$ cat src/rtl/axi_lite_rr_arbiter_pkg.sv
// Shared types for the AXI4-Lite round-robin arbiter.
// FSM state encoding and AXI response codes.
package axi_lite_pkg;

  typedef enum logic [2:0] {
    IDLE,
    WR_AW_W,
    WR_B,
    RD_AR,
    RD_R
  } state_t;

  localparam logic [1:0] RESP_OKAY   = 2'b00;
  localparam logic [1:0] RESP_EXOKAY = 2'b01;
  localparam logic [1:0] RESP_SLVERR = 2'b10;
  localparam logic [1:0] RESP_DECERR = 2'b11;

endpackage

$ cat src/rtl/axi_lite_rr_arbiter_if.sv
// AXI4-Lite bus bundle between arbiter and interconnect.
// master = arbiter side, slave = interconnect side.
interface axi_lite_rr_arbiter_if #(
  parameter int ADDR_W = 32,
  parameter int DATA_W = 32
);

  logic                  AWVALID;
  logic                  AWREADY;
  logic [ADDR_W-1:0]     AWADDR;
  logic                  WVALID;
  logic                  WREADY;
  logic [DATA_W-1:0]     WDATA;
  logic [DATA_W/8-1:0]   WSTRB;
  logic                  BVALID;
  logic                  BREADY;
  logic [1:0]            BRESP;
  logic                  ARVALID;
  logic                  ARREADY;
  logic [ADDR_W-1:0]     ARADDR;
  logic                  RVALID;
  logic                  RREADY;
  logic [DATA_W-1:0]     RDATA;
  logic [1:0]            RRESP;

  modport master (
    output AWVALID, AWADDR,
    output WVALID, WDATA, WSTRB,
    output BREADY,
    output ARVALID, ARADDR,
    output RREADY,
    input  AWREADY, WREADY,
    input  BVALID, BRESP,
    input  ARREADY,
    input  RVALID, RDATA, RRESP
  );

  modport slave (
    input  AWVALID, AWADDR,
    input  WVALID, WDATA, WSTRB,
    input  BREADY,
    input  ARVALID, ARADDR,
    input  RREADY,
    output AWREADY, WREADY,
    output BVALID, BRESP,
    output ARREADY,
    output RVALID, RDATA, RRESP
  );

endinterface

$ cat src/rtl/axi_lite_rr_arbiter_rr_arbiter.sv
// Combinational round-robin pick.
// Searches from last+1 upward, wrapping at NUM_REQ.
module rr_arbiter #(
  parameter int NUM_REQ = 4,
  parameter int IDX_W   = $clog2(NUM_REQ)
) (
  input  logic [NUM_REQ-1:0] i_req,
  input  logic [IDX_W-1:0]   i_last,
  output logic [NUM_REQ-1:0] o_gnt,
  output logic [IDX_W-1:0]   o_idx,
  output logic               o_any
);

  // first set request after the pointer wins
  always_comb begin
    int j;
    logic [IDX_W-1:0] w_j;
    j     = 0;
    w_j   = '0;
    o_gnt = '0;
    o_idx = '0;
    o_any = 1'b0;
    for (int k = 1; k <= NUM_REQ; k++) begin
      j   = (int'(i_last) + k) % NUM_REQ;
      w_j = IDX_W'(j);
      if (!o_any && i_req[w_j]) begin
        o_any      = 1'b1;
        o_gnt[w_j] = 1'b1;
        o_idx      = w_j;
      end
    end
  end

endmodule

$ cat src/rtl/axi_lite_rr_arbiter.sv
// Round-robin sharing of one AXI4-Lite master port.
// One transaction in flight; 1-cycle response pulse.
module axi_lite_rr_arbiter
  import axi_lite_pkg::*;
#(
  parameter int NUM_REQ = 4,
  parameter int ADDR_W  = 32,
  parameter int DATA_W  = 32
) (
  input  logic                         ACLK,
  input  logic                         ARESETn,
  input  logic [NUM_REQ-1:0]           req_valid,
  output logic [NUM_REQ-1:0]           req_ready,
  input  logic [NUM_REQ-1:0]           req_write,
  input  logic [NUM_REQ*ADDR_W-1:0]    req_addr,
  input  logic [NUM_REQ*DATA_W-1:0]    req_wdata,
  input  logic [NUM_REQ*DATA_W/8-1:0]  req_wstrb,
  output logic [NUM_REQ-1:0]           rsp_valid,
  output logic [DATA_W-1:0]            rsp_rdata,
  output logic [1:0]                   rsp_resp,
  output logic                         busy,
  output logic [$clog2(NUM_REQ)-1:0]   grant_id,
  axi_lite_rr_arbiter_if.master        m_axi
);

  localparam int IDX_W  = $clog2(NUM_REQ);
  localparam int STRB_W = DATA_W / 8;

  state_t              r_state;
  logic [IDX_W-1:0]    r_last;
  logic [IDX_W-1:0]    r_grant_id;
  logic [NUM_REQ-1:0]  r_rsp_valid;
  logic [DATA_W-1:0]   r_rsp_rdata;
  logic [1:0]          r_rsp_resp;

  logic                r_awvalid;
  logic [ADDR_W-1:0]   r_awaddr;
  logic                r_wvalid;
  logic [DATA_W-1:0]   r_wdata;
  logic [STRB_W-1:0]   r_wstrb;
  logic                r_bready;
  logic                r_arvalid;
  logic [ADDR_W-1:0]   r_araddr;
  logic                r_rready;

  logic [NUM_REQ-1:0]  w_gnt;
  logic [IDX_W-1:0]    w_idx;
  logic                w_any;
  logic [ADDR_W-1:0]   w_sel_addr;
  logic [DATA_W-1:0]   w_sel_wdata;
  logic [STRB_W-1:0]   w_sel_wstrb;
  logic                w_aw_done;
  logic                w_w_done;
  logic [NUM_REQ-1:0]  w_rsp_hot;

  rr_arbiter #(
    .NUM_REQ (NUM_REQ),
    .IDX_W   (IDX_W)
  ) u_rr (
    .i_req  (req_valid),
    .i_last (r_last),
    .o_gnt  (w_gnt),
    .o_idx  (w_idx),
    .o_any  (w_any)
  );

  assign w_sel_addr  = req_addr[w_idx*ADDR_W +: ADDR_W];
  assign w_sel_wdata = req_wdata[w_idx*DATA_W +: DATA_W];
  assign w_sel_wstrb = req_wstrb[w_idx*STRB_W +: STRB_W];

  assign w_aw_done = !r_awvalid || m_axi.AWREADY;
  assign w_w_done  = !r_wvalid || m_axi.WREADY;
  assign w_rsp_hot = {{(NUM_REQ-1){1'b0}}, 1'b1} << r_grant_id;

  assign req_ready = (ARESETn && r_state == IDLE) ? w_gnt : '0;
  assign busy      = (r_state != IDLE);
  assign grant_id  = r_grant_id;
  assign rsp_valid = r_rsp_valid;
  assign rsp_rdata = r_rsp_rdata;
  assign rsp_resp  = r_rsp_resp;

  assign m_axi.AWVALID = r_awvalid;
  assign m_axi.AWADDR  = r_awaddr;
  assign m_axi.WVALID  = r_wvalid;
  assign m_axi.WDATA   = r_wdata;
  assign m_axi.WSTRB   = r_wstrb;
  assign m_axi.BREADY  = r_bready;
  assign m_axi.ARVALID = r_arvalid;
  assign m_axi.ARADDR  = r_araddr;
  assign m_axi.RREADY  = r_rready;

  // transaction sequencer with registered bus outputs
  always_ff @(posedge ACLK or negedge ARESETn) begin
    if (!ARESETn) begin
      r_state     <= IDLE;
      r_last      <= IDX_W'(NUM_REQ - 1);
      r_grant_id  <= '0;
      r_rsp_valid <= '0;
      r_rsp_rdata <= '0;
      r_rsp_resp  <= '0;
      r_awvalid   <= 1'b0;
      r_awaddr    <= '0;
      r_wvalid    <= 1'b0;
      r_wdata     <= '0;
      r_wstrb     <= '0;
      r_bready    <= 1'b0;
      r_arvalid   <= 1'b0;
      r_araddr    <= '0;
      r_rready    <= 1'b0;
    end else begin
      r_rsp_valid <= '0;
      unique case (r_state)
        IDLE: begin
          if (w_any) begin
            r_last     <= w_idx;
            r_grant_id <= w_idx;
            if (req_write[w_idx]) begin
              r_state   <= WR_AW_W;
              r_awvalid <= 1'b1;
              r_wvalid  <= 1'b1;
              r_awaddr  <= w_sel_addr;
              r_wdata   <= w_sel_wdata;
              r_wstrb   <= w_sel_wstrb;
            end else begin
              r_state   <= RD_AR;
              r_arvalid <= 1'b1;
              r_araddr  <= w_sel_addr;
            end
          end
        end
        WR_AW_W: begin
          if (m_axi.AWREADY) r_awvalid <= 1'b0;
          if (m_axi.WREADY)  r_wvalid  <= 1'b0;
          if (w_aw_done && w_w_done) begin
            r_bready <= 1'b1;
            r_state  <= WR_B;
          end
        end
        WR_B: begin
          if (m_axi.BVALID) begin
            r_bready    <= 1'b0;
            r_rsp_valid <= w_rsp_hot;
            r_rsp_resp  <= m_axi.BRESP;
            r_state     <= IDLE;
          end
        end
        RD_AR: begin
          if (m_axi.ARREADY) begin
            r_arvalid <= 1'b0;
            r_rready  <= 1'b1;
            r_state   <= RD_R;
          end
        end
        RD_R: begin
          if (m_axi.RVALID) begin
            r_rready    <= 1'b0;
            r_rsp_valid <= w_rsp_hot;
            r_rsp_rdata <= m_axi.RDATA;
            r_rsp_resp  <= m_axi.RRESP;
            r_state     <= IDLE;
          end
        end
        default: r_state <= IDLE;
      endcase
    end
  end

endmodule

$ cat src/flat_wrapper.sv
// flat-port wrapper written by rule: the top's interface ports become plain ports
module axi_lite_rr_arbiter_flat import axi_lite_pkg::*;
#(
  parameter int NUM_REQ = 4,
  parameter int ADDR_W  = 32,
  parameter int DATA_W  = 32
)
  (ACLK, ARESETn, req_valid, req_ready, req_write, req_addr, req_wdata, req_wstrb, rsp_valid, rsp_rdata, rsp_resp, busy, grant_id, m_axi_AWVALID, m_axi_AWADDR, m_axi_WVALID, m_axi_WDATA, m_axi_WSTRB, m_axi_BREADY, m_axi_ARVALID, m_axi_ARADDR, m_axi_RREADY, m_axi_AWREADY, m_axi_WREADY, m_axi_BVALID, m_axi_BRESP, m_axi_ARREADY, m_axi_RVALID, m_axi_RDATA, m_axi_RRESP);
  axi_lite_rr_arbiter_if #(.ADDR_W(ADDR_W), .DATA_W(DATA_W)) m_axi_i ();
  input  logic ACLK;
  input  logic ARESETn;
  input  logic [NUM_REQ-1:0] req_valid;
  output logic [NUM_REQ-1:0] req_ready;
  input  logic [NUM_REQ-1:0] req_write;
  input  logic [NUM_REQ*ADDR_W-1:0] req_addr;
  input  logic [NUM_REQ*DATA_W-1:0] req_wdata;
  input  logic [NUM_REQ*DATA_W/8-1:0] req_wstrb;
  output logic [NUM_REQ-1:0] rsp_valid;
  output logic [DATA_W-1:0] rsp_rdata;
  output logic [1:0] rsp_resp;
  output logic busy;
  output logic [$clog2(NUM_REQ)-1:0] grant_id;
  output wire logic [$bits(m_axi_i.AWVALID)-1:0] m_axi_AWVALID;
  output wire logic [$bits(m_axi_i.AWADDR)-1:0] m_axi_AWADDR;
  output wire logic [$bits(m_axi_i.WVALID)-1:0] m_axi_WVALID;
  output wire logic [$bits(m_axi_i.WDATA)-1:0] m_axi_WDATA;
  output wire logic [$bits(m_axi_i.WSTRB)-1:0] m_axi_WSTRB;
  output wire logic [$bits(m_axi_i.BREADY)-1:0] m_axi_BREADY;
  output wire logic [$bits(m_axi_i.ARVALID)-1:0] m_axi_ARVALID;
  output wire logic [$bits(m_axi_i.ARADDR)-1:0] m_axi_ARADDR;
  output wire logic [$bits(m_axi_i.RREADY)-1:0] m_axi_RREADY;
  input wire logic [$bits(m_axi_i.AWREADY)-1:0] m_axi_AWREADY;
  input wire logic [$bits(m_axi_i.WREADY)-1:0] m_axi_WREADY;
  input wire logic [$bits(m_axi_i.BVALID)-1:0] m_axi_BVALID;
  input wire logic [$bits(m_axi_i.BRESP)-1:0] m_axi_BRESP;
  input wire logic [$bits(m_axi_i.ARREADY)-1:0] m_axi_ARREADY;
  input wire logic [$bits(m_axi_i.RVALID)-1:0] m_axi_RVALID;
  input wire logic [$bits(m_axi_i.RDATA)-1:0] m_axi_RDATA;
  input wire logic [$bits(m_axi_i.RRESP)-1:0] m_axi_RRESP;
  assign m_axi_AWVALID = m_axi_i.AWVALID;
  assign m_axi_AWADDR = m_axi_i.AWADDR;
  assign m_axi_WVALID = m_axi_i.WVALID;
  assign m_axi_WDATA = m_axi_i.WDATA;
  assign m_axi_WSTRB = m_axi_i.WSTRB;
  assign m_axi_BREADY = m_axi_i.BREADY;
  assign m_axi_ARVALID = m_axi_i.ARVALID;
  assign m_axi_ARADDR = m_axi_i.ARADDR;
  assign m_axi_RREADY = m_axi_i.RREADY;
  assign m_axi_i.AWREADY = m_axi_AWREADY;
  assign m_axi_i.WREADY = m_axi_WREADY;
  assign m_axi_i.BVALID = m_axi_BVALID;
  assign m_axi_i.BRESP = m_axi_BRESP;
  assign m_axi_i.ARREADY = m_axi_ARREADY;
  assign m_axi_i.RVALID = m_axi_RVALID;
  assign m_axi_i.RDATA = m_axi_RDATA;
  assign m_axi_i.RRESP = m_axi_RRESP;
  axi_lite_rr_arbiter #(.NUM_REQ(NUM_REQ), .ADDR_W(ADDR_W), .DATA_W(DATA_W)) u_core (.ACLK(ACLK), .ARESETn(ARESETn), .req_valid(req_valid), .req_ready(req_ready), .req_write(req_write), .req_addr(req_addr), .req_wdata(req_wdata), .req_wstrb(req_wstrb), .rsp_valid(rsp_valid), .rsp_rdata(rsp_rdata), .rsp_resp(rsp_resp), .busy(busy), .grant_id(grant_id), .m_axi(m_axi_i));
endmodule
$ cat config.mk
export PLATFORM = sky130hd
export DESIGN_NAME = axi_lite_rr_arbiter_flat
export DESIGN_NICKNAME = d
export VERILOG_FILES = /design/src/rtl/axi_lite_rr_arbiter_pkg.sv /design/src/rtl/axi_lite_rr_arbiter_if.sv /design/src/rtl/axi_lite_rr_arbiter_rr_arbiter.sv /design/src/rtl/axi_lite_rr_arbiter.sv /design/src/flat_wrapper.sv
export SDC_FILE = /design/constraint.sdc
export NUM_CORES = 1
export LEC_CHECK = 0
export CAP_MARGIN = 0
export CORE_AREA = 4 4 181 183
export CTS_BUF_LIST = sky130_fd_sc_hd__clkbuf_4 sky130_fd_sc_hd__clkbuf_8 sky130_fd_sc_hd__clkbuf_16
export CTS_CLUSTER_DIAMETER = 50
export CTS_CLUSTER_SIZE = 30
export DETAILED_ROUTE_END_ITERATION = 6
export DIE_AREA = 0 0 185 187
export GPL_TIMING_DRIVEN = 0
export MAX_ROUTING_LAYER = met4
export PLACE_DENSITY = 0.67
export REMOVE_ABC_BUFFERS = 1
export SLEW_MARGIN = 20
export SYNTH_ARGS = -nofsm -noshare
export SYNTH_HDL_FRONTEND = slang
export SYNTH_SLANG_ARGS = --single-unit
$ cat constraint.sdc
create_clock -name ACLK -period 5.05 [get_ports ACLK]
set_clock_uncertainty 0.2 [all_clocks]
set_input_delay 1.01 -clock ACLK [delete_from_list [all_inputs] [get_ports ACLK]]
set_output_delay 1.01 -clock ACLK [all_outputs]
set_load 0.02 [all_outputs]
==> run summary, run 1 <==
I/O Pins - 473
CTS tree - done
Endpoints failing setup - 0
GRT overflow - 0
Number of post-CTS setup repair buffers - 0
Clk network pwr share - 13.5%
CTS H-tree lvls - 4
Syn_area_per_cell - 7.82 um^2
Combinational power share - 64.8%
Core Region - 31200 um^2
Final hold violation count - 0
Synth area leaders - dfrtp_1, nand2_1, o21ai_0, mux2_2, nand3_1
CP Launch Type - flip-flop
Met1 usage - 20.0%
Top-count cell post-synth - nand2_1
Design Area, Final - 14300 um^2
Initial Utilization - 26.8%
Die Y - 187 um
Unique masters post-synth - 51
Reg2Reg Setup Slack - 480 ps
Drt total wl - 31400 um
Critical Path End Type - output pin
Final Critical Period - 4780 ps
Pin count of the biggest net entering global routing - 86
GPL Wtd Cong - 0.805
Full die area - 34600 um^2
Worst r2r src - u_core.r_last[0]
Post-route worst setup slack - 266 ps
Vias per cell - 4.70
Final ANT Viol Nets - 0
Max cap viols - 0
Finished Core Util - 45.7%
Status - complete, no violations
Worst vdd ir - 0.444 mV
Post-synth top area share - 44.2%
Via Count - 8961
Post-synthesis sequential area ratio - 44.8%
Worst endpoint data arrival time - 3570 ps
Reg2reg end - u_core.m_axi.WDATA[16]
Top cells by count, synth - nand2_1, o21ai_0, dfrtp_1, nand3_1, clkbuf_1
Synth-to-Final Area Change - 70.2%
Root buf cell - clkbuf_16
GRT met2 Usage - 30.3%
Clk slew on worst S/H paths - 60 ps
Slowest cell delay on critical path - 760 ps
DP HPWL - 24300 um
# fillers - 3049
Fraction of layout cells with a size suffix above 1 - 6.91%
Area of the mapped netlist - 8380 um^2
Die X - 185 um
Pins over their slew limit - 0
Sw Pwr - 4.63 mW
Clock Path Buffers - 2
# hold bufs at CTS - 0
Cell mode on critical path - nor2_1
Number of global-route vias before repair - 8897
Cell depth of the worst hold path - 2
Area post-placement - 13600 um^2
Cells after Synth - 1072
Int Power - 5.28 mW
Synth Register Bits - 150
CTS sink cnt - 150
Async SR Flop Fraction - 100%
RSZ-0062 raised after global routing - false
Switch share - 46.7%
Pwr Density - 695 nW/um^2
CTS Buf Count - 17
DR DRC count - 0
Worst Path Buf+Inv - 2
GRT busiest layer - met2
Setup_tns - 0 ps
GRT Total Usage - 17.7%
Peak Freq - 209 MHz
Cell Count, Final, Fillers Out - 1908
Initial antenna violation count - 0
Most used DFF post-synth - dfrtp_1
Yosys warning count - 0
Row Count - 65
Drt first pass iters - 4
Number of cells after detailed placement - 1877
Worst rel slew slack - 44.6%
Static Leakage - 6.17 nW
Stages on worst setup path - 9
Drt initial violations - 427
Number of flops mapped to enable cells by yosys - 0
Antenna diode count - 0
First-pass GRT wire length - 47300 um
Crit path max-delay family - flip-flops
Avg WL per Cell - 16.5 um
Hold_sp - u_core.m_axi.AWADDR[4]
Slew @ Worst Pin - 822 ps
I/O Buffers - 472
Crit-path cells - inv_1 -> ha_1 -> mux4_2 -> nor2b_1 -> a22oi_1 -> nor2_1 -> a221oi_1 -> nor2_1 -> clkdlybuf4s50_1
Met3 GRT Util - 4.96%
Hold Crit Class - flip-flop to flip-flop
PostCTS Resize Cnt - 1
Tcrit/Tclk final - 94.7%
Sequential share of power - 21.6%
Hold EP - u_core.m_axi.AWADDR[4]
Data required, critical path - 3840 ps
Clk_lat worst skew - 420 ps
Slowest CP cell - dfstp_4
Worst hold slack - 279 ps
Total Power - 9.91 mW
Pre-CTS setup slack - 193 ps
Crit Path Class - flip-flop to output pin
CP Max Fanout - 20
NumNets Final - 1825
Largest area contributor in the netlist - dfrtp_1
R2R cell count - 9
## how the worst max path moves through the flow
| stage | slack [ps] | end | startpoint |
|---|---|---|---|
| after global placement | -5720 | u_core.m_axi.ARADDR[3] | req_valid[0] |
| after detailed placement | 190 | u_core.m_axi.WDATA[25] | req_valid[2] |
| final | 270 | req_ready[2] | u_core.r_last[0] |
| after CTS | 110 | req_ready[2] | u_core.r_last[0] |
| after global routing | 30 | req_ready[1] | u_core.r_last[0] |
| after floorplan | -1910 | u_core.r_state[1] | req_valid[0] |
## cell type report
cell class / instances / area, um^2 / area share (%)
sequential: 150 / 3760 / 26.4
inverter: 9 / 33.8 / 0.237
clock buffer: 21 / 462 / 3.24
clock inverter: 10 / 146 / 1.03
timing repair buffer: 487 / 5100 / 35.8
tap: 402 / 503 / 3.53
multi-input combinational: 829 / 4250 / 29.8
## registers in the layout (all words and copies together), names as in the netlist
signal,flops
u_core.m_axi.RREADY,1
u_core.rsp_rdata,32
u_core.rsp_valid,4
u_core.m_axi.WDATA,32
u_core.m_axi.WVALID,1
u_core.rsp_resp,2
u_core.m_axi.AWVALID,1
u_core.m_axi.ARVALID,1
u_core.m_axi.AWADDR,32
u_core.grant_id,2
u_core.m_axi.BREADY,1
u_core.r_state,3
u_core.m_axi.ARADDR,32
u_core.m_axi.WSTRB,4
u_core.r_last,2
## worst register-to-register path, delay by kind of cell, from the launching register on
family / cells / cell delay (ps)
multiplexers: 1 / 500
buffers and inverters: 3 / 700
AO/OA/AOI/OAI: 2 / 710
flip-flops: 1 / 760
adder cells (fa/ha/maj): 1 / 440
AND/OR/NAND/NOR: 2 / 1140
## layout by cell type, fill, tap and decap left out, types with 2 or more instances in the layout
master / count
nand4_1: 2
inv_1: 9
o21ai_1: 25
clkbuf_16: 17
bufinv_16: 3
o2111ai_1: 2
buf_16: 10
a21oi_1: 11
mux2_2: 35
dfrtp_1: 148
o21ai_0: 150
nand2_4: 2
clkinvlp_4: 4
nand3_1: 70
mux4_2: 4
clkdlybuf4s50_1: 471
nor3_1: 5
buf_12: 5
mux2i_1: 2
a221oi_1: 5
nor3b_1: 2
o22ai_1: 2
clkbuf_4: 3
nand3b_1: 2
nand2_1: 421
inv_6: 2
a22oi_1: 6
a31oi_4: 2
nor2_1: 18
o31ai_1: 32
ha_1: 8
## power by group through the flow
stage | Combinational (mW) | Clock [mW] | Sequential [mW]
finish | 6.43 | 1.34 | 2.15
global route | 7.08 | 1.43 | 2.23
CTS | 6.52 | 1.37 | 2.15
detailed placement | 6.50 | 0 | 2.17
global placement | 6.06 | 0 | 2.14
floorplan | 2.89 | 0 | 2.78
## kinds of logic (layout without fill, tap and decap cells)
logic type                 after synthesis  in the layout  share of synthesized area [%]
AOI/OAI and AO/OA                      243            243                           16.6
buffers and inverters                   93            527                           4.94
adders and majority gates                8              8                           1.19
muxes                                   42             42                           6.18
xor gates and xnor gates                 1              1                          0.105
DFF                                    150            150                           44.8
and+or+nand+nor                        535            535                           26.1
## layer usage
layer	wire length, um	vias to the layer above
li1	-	4463
met1	12700	4095
met2	15300	361
met3	2660	42
met4	721	0
met5	0	-
(Power assumes the default switching activity.)
==> run 2: changes to the inputs <==
--- a/config.mk
+++ b/config.mk
@@ -9,13 +9,13 @@
 export CORE_AREA = 4 4 181 183
 export CTS_BUF_LIST = sky130_fd_sc_hd__clkbuf_4 sky130_fd_sc_hd__clkbuf_8 sky130_fd_sc_hd__clkbuf_16
 export CTS_CLUSTER_DIAMETER = 50
-export CTS_CLUSTER_SIZE = 30
 export DETAILED_ROUTE_END_ITERATION = 6
 export DIE_AREA = 0 0 185 187
 export GPL_TIMING_DRIVEN = 0
 export MAX_ROUTING_LAYER = met4
 export PLACE_DENSITY = 0.67
 export REMOVE_ABC_BUFFERS = 1
+export SKIP_CTS_REPAIR_TIMING = 1
 export SLEW_MARGIN = 20
 export SYNTH_ARGS = -nofsm -noshare
 export SYNTH_HDL_FRONTEND = slang
==> run summary, run 2 (synthesis gave the netlist of run 1 again) <==
Status - complete, no violations
Cell depth of the worst hold path - 2
Slew @ Worst Pin - 822 ps
Final Critical Period - 4790 ps
I/O Buffers - 472
Vias per cell - 4.69
Via Count - 8948
Avg WL per Cell - 16.4 um
GRT Total Usage - 17.6%
CTS sink cnt - 150
CTS tree - done
Die Y - 187 um
Core Region - 31200 um^2
Setup_tns - 0 ps
CP Max Fanout - 20
CTS H-tree lvls - 4
Initial antenna violation count - 0
Worst vdd ir - 0.426 mV
Finished Core Util - 45.7%
Crit-path cells - inv_1 -> ha_1 -> mux4_2 -> nor2b_1 -> a22oi_1 -> nor2_1 -> a221oi_1 -> nor2_1 -> clkdlybuf4s50_1
Worst rel slew slack - 44.6%
Static Leakage - 6.17 nW
Stages on worst setup path - 9
Worst endpoint data arrival time - 3580 ps
Drt first pass iters - 5
GRT overflow - 0
Endpoints failing setup - 0
NumNets Final - 1825
CTS Buf Count - 17
Reg2Reg Setup Slack - 510 ps
Most common cell after layout, fill and taps aside - clkdlybuf4s50_1
Max cap viols - 0
Final ANT Viol Nets - 0
Drt total wl - 31400 um
DP HPWL - 24300 um
RSZ-0062 raised after global routing - false
Initial Utilization - 26.8%
Clock Path Buffers - 2
Peak Freq - 209 MHz
GPL Wtd Cong - 0.805
Hold EP - u_core.m_axi.AWADDR[4]
Root buf cell - clkbuf_16
Drt initial violations - 421
CP Launch Type - flip-flop
Antenna diode count - 0
Die X - 185 um
Worst Path Buf+Inv - 2
Pin count of the biggest net entering global routing - 86
Synth-to-Final Area Change - 70.2%
Crit path max-delay family - flip-flops
Clk slew on worst S/H paths - 60 ps
# fillers - 3046
Data required, critical path - 3840 ps
Most frequent cells in the layout - clkdlybuf4s50_1, nand2_1, o21ai_0
Worst r2r src - u_core.r_last[0]
Pwr Density - 695 nW/um^2
I/O Pins - 473
Full die area - 34600 um^2
Fraction of layout cells with a size suffix above 1 - 6.91%
Critical Path End Type - output pin
DR DRC count - 0
Tcrit/Tclk final - 94.9%
Reg2reg end - u_core.m_axi.WDATA[16]
Cell mode on critical path - nor2_1
First-pass GRT wire length - 47300 um
Number of global-route vias before repair - 8900
Crit Path Class - flip-flop to output pin
Final hold violation count - 0
Clk_lat worst skew - 420 ps
Slowest CP cell - dfstp_4
Hold Crit Class - flip-flop to flip-flop
Pins over their slew limit - 0
R2R cell count - 9
Slowest cell delay on critical path - 770 ps
Row Count - 65
Hold_sp - u_core.m_axi.AWADDR[4]
==> run 2: power by group <==
group | switching (mW) | internal (mW) | total, mW
registers | 0.352 | 1.80 | 2.15
logic | 3.75 | 2.68 | 6.42
clock network | 0.529 | 0.809 | 1.34
total | 4.63 | 5.28 | 9.91
==> run 2: worst register-to-register path, cell delays in order (launching register included) <==
cell,delay (ps)
dfstp_4,770
inv_1,220
ha_1,440
mux4_2,490
or4_4,580
nand2_4,570
a311o_2,550
buf_16,230
buf_12,240
o21ai_0,140
==> run 2: layout make-up <==
cell class | instances | area, um^2 | area share (%)
repair buffers | 487 | 5100 | 35.8
multi-input cells | 829 | 4250 | 29.8
flip-flops and latches | 150 | 3760 | 26.4
well taps | 402 | 503 | 3.53
clock buffers | 21 | 462 | 3.24
clock inverters | 10 | 146 | 1.03
inverters | 9 | 33.8 | 0.237
==> run 2: metrics by stage <==
stage	instance area, um^2	hold slack (ps)	instances	setup WS, ps	total power [mW]
after floorplan	8000	328	988	-1910	5.67
after global placement	13200	260	1862	-5720	8.20
after global routing	14300	301	1908	17.9	10.7
after CTS	14200	285	1908	-70.2	10.0
after detailed placement	13600	271	1877	193	8.66
final	14300	279	1908	259	9.91
==> run 2: routing by layer <==
metal  part of all wire (%)  track usage, %
met5                      0               -
met4                    2.3            5.14
met3                    8.4            4.96
met2                     49            30.3
met1                     40            20.0
==> run 2: how the worst max path moves through the flow <==
stage	start	endpoint
2_1_floorplan	req_valid[0]	u_core.r_state[1]
3_3_place_gp	req_valid[0]	u_core.m_axi.ARADDR[3]
3_5_place_dp	req_valid[2]	u_core.m_axi.WDATA[25]
4_1_cts	u_core.r_last[0]	req_ready[2]
5_1_grt	u_core.r_last[0]	req_ready[1]
6_report	u_core.r_last[0]	req_ready[2]
==> run 3: changes to the inputs <==
--- a/config.mk
+++ b/config.mk
@@ -5,6 +5,7 @@
 export SDC_FILE = /design/constraint.sdc
 export NUM_CORES = 1
 export LEC_CHECK = 0
+export ABC_AREA = 1
 export CAP_MARGIN = 0
 export CORE_AREA = 4 4 181 183
 export CTS_BUF_LIST = sky130_fd_sc_hd__clkbuf_4 sky130_fd_sc_hd__clkbuf_8 sky130_fd_sc_hd__clkbuf_16
@@ -13,7 +14,7 @@
 export DIE_AREA = 0 0 185 187
 export GPL_TIMING_DRIVEN = 0
 export MAX_ROUTING_LAYER = met4
-export PLACE_DENSITY = 0.67
+export PLACE_DENSITY = 0.69
 export REMOVE_ABC_BUFFERS = 1
 export SKIP_CTS_REPAIR_TIMING = 1
 export SLEW_MARGIN = 20
==> run summary, run 3 <==
CTS sink cnt - 150
Final hold violation count - 0
CP Max Fanout - 70
Most frequent cells in the layout - clkdlybuf4s50_1, nand2_1, nand3_1
First-pass GRT wire length - 56900 um
Die X - 185 um
Number of global-route vias before repair - 10200
Yosys warning count - 0
Failing checks - design-rule violations
Root buf cell - clkbuf_16
Area of the mapped netlist - 9130 um^2
CP Launch Type - flip-flop
Tcrit/Tclk final - 95.1%
Cells after Synth - 1307
Initial Utilization - 29.2%
Syn_area_per_cell - 6.99 um^2
Core Region - 31200 um^2
Largest area contributor in the netlist - dfrtp_1
Crit Path Class - flip-flop to flip-flop
Post-route worst setup slack - 248 ps
Critical Path End Type - flip-flop
GPL Wtd Cong - 0.862
Fraction of layout cells with a size suffix above 1 - 4.63%
I/O Pins - 473
Via Count - 10700
Post-synthesis sequential area ratio - 41.1%
RSZ-0062 raised after global routing - false
Drt initial violations - 644
Full die area - 34600 um^2
Final Critical Period - 4800 ps
Synth-to-Final Area Change - 62.7%
Worst vdd ir - 0.608 mV
Synth area leaders - dfrtp_1, nand2_1, nand3_1, o21ai_0, a21oi_1
Most used DFF post-synth - dfrtp_1
Drt total wl - 39400 um
Hold Crit Class - flip-flop to flip-flop
Initial antenna violation count - 1
Clock Path Buffers - 2
Worst endpoint data arrival time - 4960 ps
Unique masters post-synth - 37
Static Leakage - 6.88 nW
CTS Buf Count - 17
Top cells by count, synth - nand2_1, nand3_1, dfrtp_1, o21ai_0, inv_1
Row Count - 65
Pin count of the biggest net entering global routing - 141
Final ANT Viol Nets - 0
Number of flops mapped to enable cells by yosys - 0
I/O Buffers - 472
Pre-CTS setup slack - -630 ps
Clk slew on worst S/H paths - 70 ps
DP HPWL - 27500 um
Avg WL per Cell - 18.5 um
Clk_lat worst skew - 420 ps
Peak Freq - 208 MHz
Die Y - 187 um
Slew @ Worst Pin - 1040 ps
Status - finished with violations
Data required, critical path - 5210 ps
GRT Total Usage - 21.3%
Worst rel slew slack - 30.4%
Post-synth top area share - 40.5%
CTS H-tree lvls - 4
GRT overflow - 0
Vias per cell - 5.00
Async SR Flop Fraction - 100%
Most common cell after layout, fill and taps aside - clkdlybuf4s50_1
Drt first pass iters - 7
Pins over their slew limit - 0
Setup_tns - 0 ps
DR DRC count - 1
CTS tree - done
NumNets Final - 2047
Pwr Density - 912 nW/um^2
Endpoints failing setup - 0
Max cap viols - 0
Synth Register Bits - 150
Top-count cell post-synth - nand2_1
Total Power - 13.5 mW
run 3: cell count changes in the layout (fill, tap and decap cells not counted), moves of 5 or more:
| cell | delta |
|---|---|
| inv_1 | +64 |
| nand3b_1 | +34 |
| o21ai_1 | +41 |
| nand2_2 | +9 |
| mux2_2 | -35 |
| a221oi_1 | -5 |
| o21ai_0 | -68 |
| nand3_1 | +120 |
| a22oi_1 | -6 |
| a21oi_1 | +61 |
| o31ai_1 | -32 |
| nand2_1 | +49 |
run 3: report_power, final:
| part | switching (mW) | internal, mW |
|---|---|---|
| clock network | 0.595 | 0.700 |
| logic | 6.52 | 3.58 |
| registers | 0.335 | 1.82 |
run 3: metal layers:
metal	GRT usage [%]	wire [um]	vias up
met5	-	0	-
met2	35.8	19600	426
met4	7.06	1140	0
met1	26.0	16100	5070
li1	-	-	5103
met3	3.48	2580	60
run 3: worst paths after layout:
path | from | end | slack (ps) | cells after the start
min in group asynchronous | ARESETn | u_core.grant_id[1] | 300 | 1
setup reg to reg | u_core.r_last[0] | u_core.m_axi.ARADDR[5] | 250 | 17
max in group asynchronous | ARESETn | u_core.m_axi.ARADDR[31] | 3500 | 2
hold / removal | u_core.rsp_rdata[4] | u_core.rsp_rdata[4] | 270 | 2
hold reg to reg | u_core.rsp_rdata[4] | u_core.rsp_rdata[4] | 270 | 2
setup / recovery | u_core.r_last[0] | u_core.m_axi.ARADDR[5] | 250 | 17
run 3: cells by family after synthesis:
logic type	share of synthesized area (%)
AND/OR/NAND/NOR	36.1
AO/OA/AOI/OAI	12.9
buffers and inverters	8.74
flip-flops	41.1
adder cells (fa/ha/maj)	1.10
run 3: through the flow:
step	util [%]	instances	hold WS, ps	cell area [um^2]
final	47.6	2132	273	14900
after global routing	47.6	2132	291	14900
after CTS	47.5	2129	274	14800
after detailed placement	45.6	2097	257	14300
after global placement	44.4	2084	254	13900
after floorplan	-	1210	375	8640
run 3: final cells by class:
class                           count  area (um^2)
Clock buffer                       18          433
Clock inverter                     14          140
Antenna cell                        1         2.50
Timing Repair Buffer              485         5060
Sequential cell                   150         3760
Inverter                           80          305
Tap cell                          402          503
Multi-Input combinational cell    982         4670
Fill cell                        3008        16400
run 3: critical path, stage by stage (launching register included):
cell and delay, ps:
dfstp_2 730, inv_4 130, ha_1 390, inv_1 90, nand2_2 100, nand2_4 90, inv_2 160, nand4_4 440
nand2_2 280, nand2_8 260, nand2_8 500, nand2_1 100, nand3_1 90, nand2_1 160, nor2_4 510, buf_16 230
nand3_1 120, nand2_1 90
